[config.mk]
export PLATFORM = sky130hd
export DESIGN_NAME = execute_hazard_controller
export DESIGN_NICKNAME = d
export VERILOG_FILES = /design/src/rtl/execute_hazard_controller_pkg.sv /design/src/rtl/execute_hazard_controller_branch_resolve.sv /design/src/rtl/execute_hazard_controller.sv
export SDC_FILE = /design/constraint.sdc
export NUM_CORES = 1
export LEC_CHECK = 0
export ABC_AREA = 1
export CAP_MARGIN = 5
export CORE_ASPECT_RATIO = 1.75
export CORE_MARGIN = 2
export CORE_UTILIZATION = 35
export DETAILED_ROUTE_END_ITERATION = 10
export MAX_ROUTING_LAYER = met4
export PLACE_DENSITY = 0.83
export REMOVE_ABC_BUFFERS = 1
export SYNTH_ARGS = -nofsm -noshare
export SYNTH_HDL_FRONTEND = slang
export SYNTH_SLANG_ARGS = --single-unit
[constraint.sdc]
create_clock -name clk -period 2 [get_ports clk]
set_clock_uncertainty 0.2 [all_clocks]
set_input_delay 0.5 -clock clk [delete_from_list [all_inputs] [get_ports clk]]
set_output_delay 0.5 -clock clk [all_outputs]
set_load 0.03 [all_outputs]
[src/rtl/execute_hazard_controller_pkg.sv]
// Shared encodings for the execute hazard controller: operand mux selects,
// branch condition codes and the flush FSM state type.
package execute_hazard_controller_pkg;

    localparam logic [1:0] SEL1_PC  = 2'd0;
    localparam logic [1:0] SEL1_A   = 2'd1;
    localparam logic [1:0] SEL1_FWD = 2'd2;

    localparam logic [1:0] SEL2_B   = 2'd0;
    localparam logic [1:0] SEL2_TWO = 2'd1;
    localparam logic [1:0] SEL2_IMM = 2'd2;
    localparam logic [1:0] SEL2_FWD = 2'd3;

    localparam logic [1:0] COND_Z      = 2'd0;
    localparam logic [1:0] COND_NZ     = 2'd1;
    localparam logic [1:0] COND_POS    = 2'd2;
    localparam logic [1:0] COND_ALWAYS = 2'd3;

    typedef enum logic {
        RUN   = 1'b0,
        FLUSH = 1'b1
    } state_e;

endpackage

[src/rtl/execute_hazard_controller_branch_resolve.sv]
// Branch condition evaluation for the instruction sitting in execute.
module execute_hazard_controller_branch_resolve
    import execute_hazard_controller_pkg::*;
(
    input  logic [1:0] ex_cond,
    input  logic       ex_zero,
    input  logic       ex_pos,
    output logic       cond_true
);

    // Map the condition code onto the ALU flags
    always_comb begin
        cond_true = 1'b0;
        case (ex_cond)
            COND_Z:      cond_true = ex_zero;
            COND_NZ:     cond_true = !ex_zero;
            COND_POS:    cond_true = ex_pos;
            COND_ALWAYS: cond_true = 1'b1;
            default:     cond_true = 1'b0;
        endcase
    end

endmodule

[src/rtl/execute_hazard_controller.sv]
// ID->EX issue register with distance-1 forwarding, load-use stall and a
// post-branch flush FSM. Optional stall/flush event counters are built when
// HAZARD_STATS_EN is defined.
module execute_hazard_controller
    import execute_hazard_controller_pkg::*;
#(
    parameter int FLUSH_CYCLES = 2,
    parameter int REG_AW       = 4
) (
    input  logic              clk,
    input  logic              rst,
    input  logic              id_valid,
    input  logic [REG_AW-1:0] id_rs1,
    input  logic [REG_AW-1:0] id_rs2,
    input  logic              id_rs1_used,
    input  logic              id_rs2_used,
    input  logic [1:0]        id_src1,
    input  logic [1:0]        id_src2,
    input  logic [REG_AW-1:0] id_rd,
    input  logic              id_regwrite,
    input  logic              id_is_load,
    input  logic              ex_branch,
    input  logic [1:0]        ex_cond,
    input  logic              ex_zero,
    input  logic              ex_pos,
    output logic [1:0]        aluin1,
    output logic [1:0]        aluin2,
    output logic [REG_AW-1:0] ex_rd,
    output logic              ex_regwrite,
    output logic              ex_valid,
    output logic              stall,
    output logic              flush,
    output logic              pc_redirect
`ifdef HAZARD_STATS_EN
    ,
    output logic [15:0]       stall_count,
    output logic [15:0]       flush_count
`endif
);

    localparam logic [2:0] CNT_INIT = 3'(FLUSH_CYCLES - 1);

    logic [1:0]        aluin1_q, aluin1_d, aluin2_q, aluin2_d;
    logic [REG_AW-1:0] ex_rd_q, ex_rd_d;
    logic              ex_regwrite_q, ex_regwrite_d;
    logic              ex_valid_q, ex_valid_d;
    logic              ex_is_load_q, ex_is_load_d;
    logic              pc_redirect_q, pc_redirect_d;
    state_e            state_q, state_d;
    logic [2:0]        cnt_q, cnt_d;

    logic cond_true, taken, haz_a, haz_b, stall_c, flush_c;

    execute_hazard_controller_branch_resolve u_branch_resolve (
        .ex_cond   (ex_cond),
        .ex_zero   (ex_zero),
        .ex_pos    (ex_pos),
        .cond_true (cond_true)
    );

    // Hazard detection against the instruction in EX; r0 is never a producer
    always_comb begin
        taken   = ex_valid_q & ex_branch & cond_true;
        flush_c = (state_q == FLUSH);
        haz_a   = id_valid & id_rs1_used & ex_valid_q & ex_regwrite_q &
                  (ex_rd_q != '0) & (ex_rd_q == id_rs1);
        haz_b   = id_valid & id_rs2_used & ex_valid_q & ex_regwrite_q &
                  (ex_rd_q != '0) & (ex_rd_q == id_rs2);
        // A taken branch squashes the consumer anyway, so never stall then
        stall_c = (haz_a | haz_b) & ex_is_load_q & !flush_c & !taken;
    end

    // Next EX contents: bubble on flush/taken/stall/empty slot, else pass ID
    always_comb begin
        aluin1_d      = SEL1_PC;
        aluin2_d      = SEL2_B;
        ex_rd_d       = '0;
        ex_regwrite_d = 1'b0;
        ex_valid_d    = 1'b0;
        ex_is_load_d  = 1'b0;
        if (!taken && !flush_c && !stall_c && id_valid) begin
            aluin1_d      = (haz_a && !ex_is_load_q) ? SEL1_FWD : id_src1;
            aluin2_d      = (haz_b && !ex_is_load_q) ? SEL2_FWD : id_src2;
            ex_rd_d       = id_rd;
            ex_regwrite_d = id_regwrite;
            ex_valid_d    = 1'b1;
            ex_is_load_d  = id_is_load;
        end
    end

    // Flush FSM: a taken branch opens a FLUSH window of FLUSH_CYCLES cycles
    always_comb begin
        state_d       = state_q;
        cnt_d         = cnt_q;
        pc_redirect_d = 1'b0;
        case (state_q)
            RUN: begin
                if (taken) begin
                    state_d       = FLUSH;
                    cnt_d         = CNT_INIT;
                    pc_redirect_d = 1'b1;
                end
            end
            FLUSH: begin
                if (cnt_q == '0) state_d = RUN;
                else             cnt_d   = cnt_q - 3'd1;
            end
            default: state_d = RUN;
        endcase
    end

    // State registers; reset overrides every other event
    always_ff @(posedge clk) begin
        if (rst) begin
            aluin1_q      <= SEL1_PC;
            aluin2_q      <= SEL2_B;
            ex_rd_q       <= '0;
            ex_regwrite_q <= 1'b0;
            ex_valid_q    <= 1'b0;
            ex_is_load_q  <= 1'b0;
            pc_redirect_q <= 1'b0;
            state_q       <= RUN;
            cnt_q         <= '0;
        end else begin
            aluin1_q      <= aluin1_d;
            aluin2_q      <= aluin2_d;
            ex_rd_q       <= ex_rd_d;
            ex_regwrite_q <= ex_regwrite_d;
            ex_valid_q    <= ex_valid_d;
            ex_is_load_q  <= ex_is_load_d;
            pc_redirect_q <= pc_redirect_d;
            state_q       <= state_d;
            cnt_q         <= cnt_d;
        end
    end

    assign aluin1      = aluin1_q;
    assign aluin2      = aluin2_q;
    assign ex_rd       = ex_rd_q;
    assign ex_regwrite = ex_regwrite_q;
    assign ex_valid    = ex_valid_q;
    assign stall       = stall_c;
    assign flush       = flush_c;
    assign pc_redirect = pc_redirect_q;

`ifdef HAZARD_STATS_EN
    logic [15:0] stall_count_q, stall_count_d, flush_count_q, flush_count_d;

    // Saturating per-cycle event counters
    always_comb begin
        stall_count_d = stall_count_q;
        flush_count_d = flush_count_q;
        if (stall_c && stall_count_q != 16'hFFFF) stall_count_d = stall_count_q + 16'd1;
        if (flush_c && flush_count_q != 16'hFFFF) flush_count_d = flush_count_q + 16'd1;
    end

    // Counter registers
    always_ff @(posedge clk) begin
        if (rst) begin
            stall_count_q <= '0;
            flush_count_q <= '0;
        end else begin
            stall_count_q <= stall_count_d;
            flush_count_q <= flush_count_d;
        end
    end

    assign stall_count = stall_count_q;
    assign flush_count = flush_count_q;
`endif

endmodule

==> results of run 1 <==
## synthesized netlist by cell type
library cell | number | area [um^2]
a21oi_1 | 3 | 15.0
buf_6 | 1 | 11.3
dfxtp_1 | 16 | 320
ha_1 | 2 | 25.0
inv_1 | 30 | 113
nand2_1 | 39 | 146
nand2_2 | 2 | 12.5
nand3_1 | 8 | 40.0
nand3b_1 | 1 | 7.51
nor2_1 | 23 | 86.3
nor2_2 | 1 | 6.26
or2_2 | 2 | 12.5
xor2_1 | 2 | 17.5
## worst register-to-register path, stage by stage, from the launching register on
cell	delay, ns
dfxtp_1	0.33
inv_1	0.07
ha_1	0.21
ha_1	0.18
inv_1	0.07
nand2_1	0.15
or2_2	0.31
a21oi_1	0.13
## metrics by stage
stage	cells	power [mW]	hold WS (ns)	cell area [um^2]
3_3_place_gp	199	0.503	0.268	1270
2_1_floorplan	129	0.413	0.254	802
5_1_grt	210	0.837	0.311	1420
4_1_cts	208	0.796	0.289	1360
6_report	210	0.798	0.284	1420
3_5_place_dp	199	0.508	0.280	1270
## flip-flops by register name, indices dropped and copies added, names as in the netlist
signal,count
ex_is_load_q,1
cnt_q,3
ex_regwrite,1
flush,1
aluin1,2
ex_rd,4
pc_redirect,1
aluin2,2
ex_valid,1
## cell type report
type                       instances  area, um^2  area share
multi-input combinational         83         430       0.303
clock buffer                       4        55.1      0.0387
inverter                          30         113      0.0792
tap                               25        31.3      0.0220
timing repair buffer              52         457       0.321
sequential                        16         335       0.236
## per-layer routing
| metal | global-route usage | part of all wire | routed length (um) | up-vias |
|---|---|---|---|---|
| met5 | - | 0 | 0 | - |
| met4 | 0.0375 | 0.011 | 25 | 0 |
| met3 | 0.0296 | 0.040 | 92 | 5 |
| met2 | 0.375 | 0.62 | 1420 | 23 |
| met1 | 0.158 | 0.32 | 739 | 422 |
| li1 | - | - | - | 487 |
## cell families (layout without fill, tap and decap cells)
| family | count (synthesis) | after routing | synth area share |
|---|---|---|---|
| xor+xnor | 2 | 2 | 0.0215 |
| buf+inv | 31 | 86 | 0.152 |
| compound gates | 3 | 3 | 0.0185 |
| simple gates | 76 | 76 | 0.383 |
| flops | 16 | 16 | 0.394 |
| fa+ha+maj | 2 | 2 | 0.0308 |
## power by group through the flow
stage                     combinational, mW  clock [mW]  sequential [mW]
after floorplan                      0.0465           0            0.367
after global placement                0.156           0            0.347
after detailed placement              0.160           0            0.347
after CTS                             0.169       0.287            0.340
after global routing                  0.192       0.304            0.341
final                                 0.176       0.282            0.339
## how the worst max path moves through the flow
stage | slack (ns) | depth (start not counted) | endpoint
finish | -0.11 | 7 | stall
global route | -0.17 | 7 | stall
CTS | -0.13 | 10 | stall
detailed placement | -0.52 | 10 | stall
global placement | -0.46 | 10 | stall
floorplan | -0.16 | 8 | stall
## cells in the final DEF, fill, tap and decap left out, drive strengths merged
cell type,instances
or2,2
xor2,2
dlymetal6s2s,5
nor2,24
ha,2
clkdlybuf4s15,1
inv,30
dlygate4sd2,2
a21oi,3
clkdlybuf4s50,19
clkbuf,5
nand2,41
nand3b,1
nand3,8
dfxtp,16
buf,24
## what timing repair did
item	CTS	global route
setup endpoints to repair	5	9
gates resized for setup	66	20
pin swaps	25	10
buffers inserted	5	2
==> impl_metrics.tcl, run 1 <==
set metrics [dict create \
    outcome "finished with violations" \
    violations "setup timing" \
    final_util 0.633 \
    cts_tree "done" \
    route.detailed.drc 0 \
    internal_power_uw 595 \
    place.port_buffers 40 \
    combPwrFrac 0.220 \
    max-cap-violations 0 \
    seq_area_frac_synth 0.394 \
    syn-instance-count 130 \
    reg2reg_to "cnt_q[1]" \
    worstMarginPinSlew_ns 0.323 \
    worst_skew_pair.late_latency_ns 0.25 \
    maxSlewViolCount 0 \
    grt_use_total 0.185 \
    fp.dieW_um 40.4 \
    avgSynthCellArea_um2 6.26 \
    vias_per_cell 4.46 \
    power_switching_uw 203 \
    first_pass_iters 4 \
    grt_pass1_vias 898 \
    path_cells "clkdlybuf4s50_1 -> nand2_1 -> nand2_2 -> nand2_1 -> nand2_2 -> nor2_2 -> buf_6" \
    fin_setup_tns_ns -0.115 \
    drt-total-wl_um 2280 \
    whs_endpoint "cnt_q[1]" \
    max_stage_delay_ns 0.40 \
    clkTransAtPathRegs_ns 0.06 \
    num_vias 937 \
    numCtsBuffers 3 \
    nFillCells 209 \
    hold_viol_final 0 \
    period_share 1.06 \
    cts.root.buffer_cell "clkbuf_8" \
    regToRegSetupSlack_ns 0.30 \
    layout.nets 216 \
    ios 41 \
    h-tree-depth 1 \
    overflow 0 \
    worstReg2RegStart "cnt_q[0]" \
    ys_ff_latch 16 \
    hold_path.class "reg -> reg" \
    syn_area_um2 813 \
    worst-path-buf-inv 2 \
    clockBufferDepth 2 \
    cp-start-kind "input pin" \
    area_growth_pct 74.8 \
    ant_nets 0 \
    hpwl_um 1660 \
    yosys_warnings 0 \
    drtIter0Drc 17 \
    leakagePower_nw 0.813 \
    die_area_um2 2740 \
    maxSlewHeadroom 0.784 \
    critPathMaxFanout 2 \
    rr_worst_depth 7 \
    rows 23 \
    pre_cts_ws_ns -0.521 \
    sw_frac_of_total 0.254 \
    cp.required_ns 1.30 \
    cp-startpoint "ex_pos" \
    drive_gt1_frac 0.335 \
    wl_per_cell_um 10.9 \
    hold_depth 2 \
    start_util 0.362 \
    hold_buffers 0 \
    diodes 0 \
    fin_crit_ns 2.11 \
    rsz0062_at_grt "true" \
    vdd_drop_max_mv 0.416 \
    cts_sinks 16 \
    powerDensity_nw_per_um2 561 \
    cp_data_arrival_time_ns 1.41 \
    coreArea_um2 2240 \
    crit_path_top_delay_cell "clkdlybuf4s50_1" \
    clkPwrFrac 0.354 \
    setup_ws_ns -0.115 \
    grt_pass1_wl_um 3390 \
    max_freq_mhz 473 \
    path_delay_family "buffers and inverters" \
    ys_types 13 \
    path_class "in -> out" \
    hold_path.startpoint "cnt_q[1]" \
    antenna_found_initial 0 \
    end_kind "output pin" \
    grt_max_degree 12 \
    place.gp.congestion 0.668 \
    setup_viol 1 \
    dieHeight_um 67.8 \
    pwr-share-seq 0.425 \
]
No activity file was read; power rests on OpenSTA's default activity.
==> run 2, diff against run 1 <==
--- a/config.mk
+++ b/config.mk
@@ -12,7 +12,7 @@
 export CORE_UTILIZATION = 35
 export DETAILED_ROUTE_END_ITERATION = 10
 export MAX_ROUTING_LAYER = met4
-export PLACE_DENSITY = 0.83
+export PLACE_DENSITY = 0.85
 export REMOVE_ABC_BUFFERS = 1
 export SYNTH_ARGS = -nofsm -noshare
 export SYNTH_HDL_FRONTEND = slang
==> constraint.sdc (replaced) <==
create_clock -name clk -period 1.85 [get_ports clk]
set_clock_uncertainty 0.2 [all_clocks]
set_input_delay 0.4625 -clock clk [delete_from_list [all_inputs] [get_ports clk]]
set_output_delay 0.4625 -clock clk [all_outputs]
set_load 0.03 [all_outputs]
==> run 2 against run 1 <==
The flow still finishes with violations (setup timing); non-clock buffer count increased by 2; flip-flop and latch count is the same; routed wire length grew 6.7%; via count up 1.8%; critical path type is now reg -> out; largest cell class unchanged.
==> impl_metrics.tcl, run 2 (synthesis results as in run 1) <==
set metrics [dict create \
    grt_pass1_wl_um 3570 \
    rsz0062_at_grt "true" \
    final_util 0.638 \
    max_freq_mhz 484 \
    power_switching_uw 215 \
    place.port_buffers 40 \
    hpwl_um 1770 \
    vias_per_cell 4.48 \
    place_inst 201 \
    rows 23 \
    route.detailed.drc 0 \
    setup_ws_ns -0.217 \
    drive_gt1_frac 0.287 \
    period_share 1.12 \
    path_class "reg -> out" \
    grt_max_degree 12 \
    numCtsBuffers 3 \
    pwr-share-seq 0.433 \
    die_area_um2 2740 \
    crit_top_cell "nand2_1" \
    fp.dieW_um 40.4 \
    leakagePower_nw 0.792 \
    vdd_drop_max_mv 0.445 \
    critPathMaxFanout 3 \
    cp-start-kind "flop" \
    place.gp.congestion 0.701 \
    clkTransAtPathRegs_ns 0.06 \
    overflow 0 \
    crit_path_top_delay_cell "dfxtp_2" \
    end_kind "output pin" \
    violations "setup timing" \
    max-cap-violations 0 \
    num_vias 954 \
    coreArea_um2 2240 \
    hold_slack_ns 0.289 \
    first_pass_iters 4 \
    hold_depth 2 \
    hold_path.class "reg -> reg" \
    hold_path.startpoint "cnt_q[1]" \
    cp.required_ns 1.19 \
    combPwrFrac 0.212 \
    layout.nets 219 \
    largest_reg_flops 4 \
    clockBufferDepth 2 \
    maxSlewHeadroom 0.612 \
    dieHeight_um 67.8 \
    cts.root.buffer_cell "clkbuf_8" \
    path_cells "nand2_2 -> nor2_1 -> nand2_1 -> nor2_2 -> nand2_1 -> nand2_1 -> nand2_2 -> nor2_1 -> buf_4" \
    final_common_cell "nand2_1" \
    cts_sinks 16 \
    final_cell_mix "nand2_1, inv_1, nor2_1" \
    wl_per_cell_um 11.4 \
    internal_power_uw 634 \
    worstMarginPinSlew_ns 0.580 \
    area_growth_pct 76.2 \
    powerDensity_nw_per_um2 592 \
    h-tree-depth 1 \
    drt-total-wl_um 2430 \
    start_util 0.362 \
    outcome "finished with violations" \
    worstReg2RegStart "ex_regwrite" \
    ant_nets 0 \
    hold_viol_final 0 \
    setup_viol 1 \
    rr_worst_depth 12 \
    hold_buffers 0 \
    cts_tree "done" \
    clkPwrFrac 0.355 \
    reg2reg_to "aluin1[0]" \
    cp_data_arrival_time_ns 1.40 \
    antenna_found_initial 0 \
    regToRegSetupSlack_ns 0.10 \
    drtIter0Drc 17 \
    grt_use_total 0.190 \
    diodes 0 \
    ios 41 \
    power_uw 849 \
    worst_skew_pair.late_latency_ns 0.24 \
    max_stage_delay_ns 0.35 \
    fin_crit_ns 2.07 \
    sw_frac_of_total 0.253 \
    maxSlewViolCount 0 \
    whs_endpoint "cnt_q[1]" \
    fin_setup_tns_ns -0.217 \
    grt_pass1_vias 913 \
    fin_cells 213 \
]
[run 2: cell types whose count changed in the layout (fill, tap and decap cells not counted), moves of 2 or more]
cell             before  now
dlymetal6s2s_1        5    0
nand3_1               4    7
buf_4                13   15
nand2_2              10    5
clkdlybuf4s50_1      19   13
nand2_1              31   35
dlygate4sd2_1         2   15
buf_6                 3    0
buf_2                 8    5
nand3_2               3    1
clkdlybuf4s15_2       0    4
[run 2: how the worst max path moves through the flow]
stage | to | startpoint | cells after the start
finish | stall | ex_regwrite | 9
detailed placement | stall | id_valid | 10
floorplan | stall | ex_valid | 8
CTS | stall | ex_rd[3] | 10
global placement | stall | id_valid | 10
global route | stall | ex_regwrite | 9
[run 2: repair_timing]
item | in CTS | in global routing
buffers inserted | 6 | 3
setup endpoints to repair | 13 | 12
gates cloned | 0 | 1
pin swaps | 18 | 7
resized for setup | 68 | 10
[run 2: critical path: cells and delay by family, from the launching register on]
family / cells / cell delay [ns]
simple gates: 8 / 0.67
flops: 1 / 0.35
buf+inv: 1 / 0.16
[run 2: through the flow]
| step | setup slack, ns | instance area (um^2) |
|---|---|---|
| 6_report | -0.217 | 1430 |
| 3_3_place_gp | -0.538 | 1280 |
| 2_1_floorplan | -0.272 | 802 |
| 3_5_place_dp | -0.556 | 1280 |
| 5_1_grt | -0.285 | 1430 |
| 4_1_cts | -0.197 | 1390 |
[run 2: area by class of cell]
cell class                 count  area [um^2]
clock buffer                   4         55.1
fill                         204          812
inverter                      30          113
multi-input combinational     84          432
sequential                    16          338
tap                           25         31.3
timing repair buffer          54          464
[run 2: power by group through the flow]
stage | logic (mW) | clock network (mW) | registers [mW]
finish | 0.180 | 0.301 | 0.368
global route | 0.195 | 0.326 | 0.369
CTS | 0.169 | 0.310 | 0.369
detailed placement | 0.177 | 0 | 0.376
global placement | 0.172 | 0 | 0.375
floorplan | 0.0502 | 0 | 0.396
[run 2: routing by layer]
| layer | track usage | part of all wire | vias up |
|---|---|---|---|
| met5 | - | 0 | - |
| met4 | 0.0542 | 0.012 | 0 |
| met3 | 0.0230 | 0.037 | 4 |
| met2 | 0.381 | 0.62 | 29 |
| met1 | 0.163 | 0.33 | 431 |
| li1 | - | - | 490 |
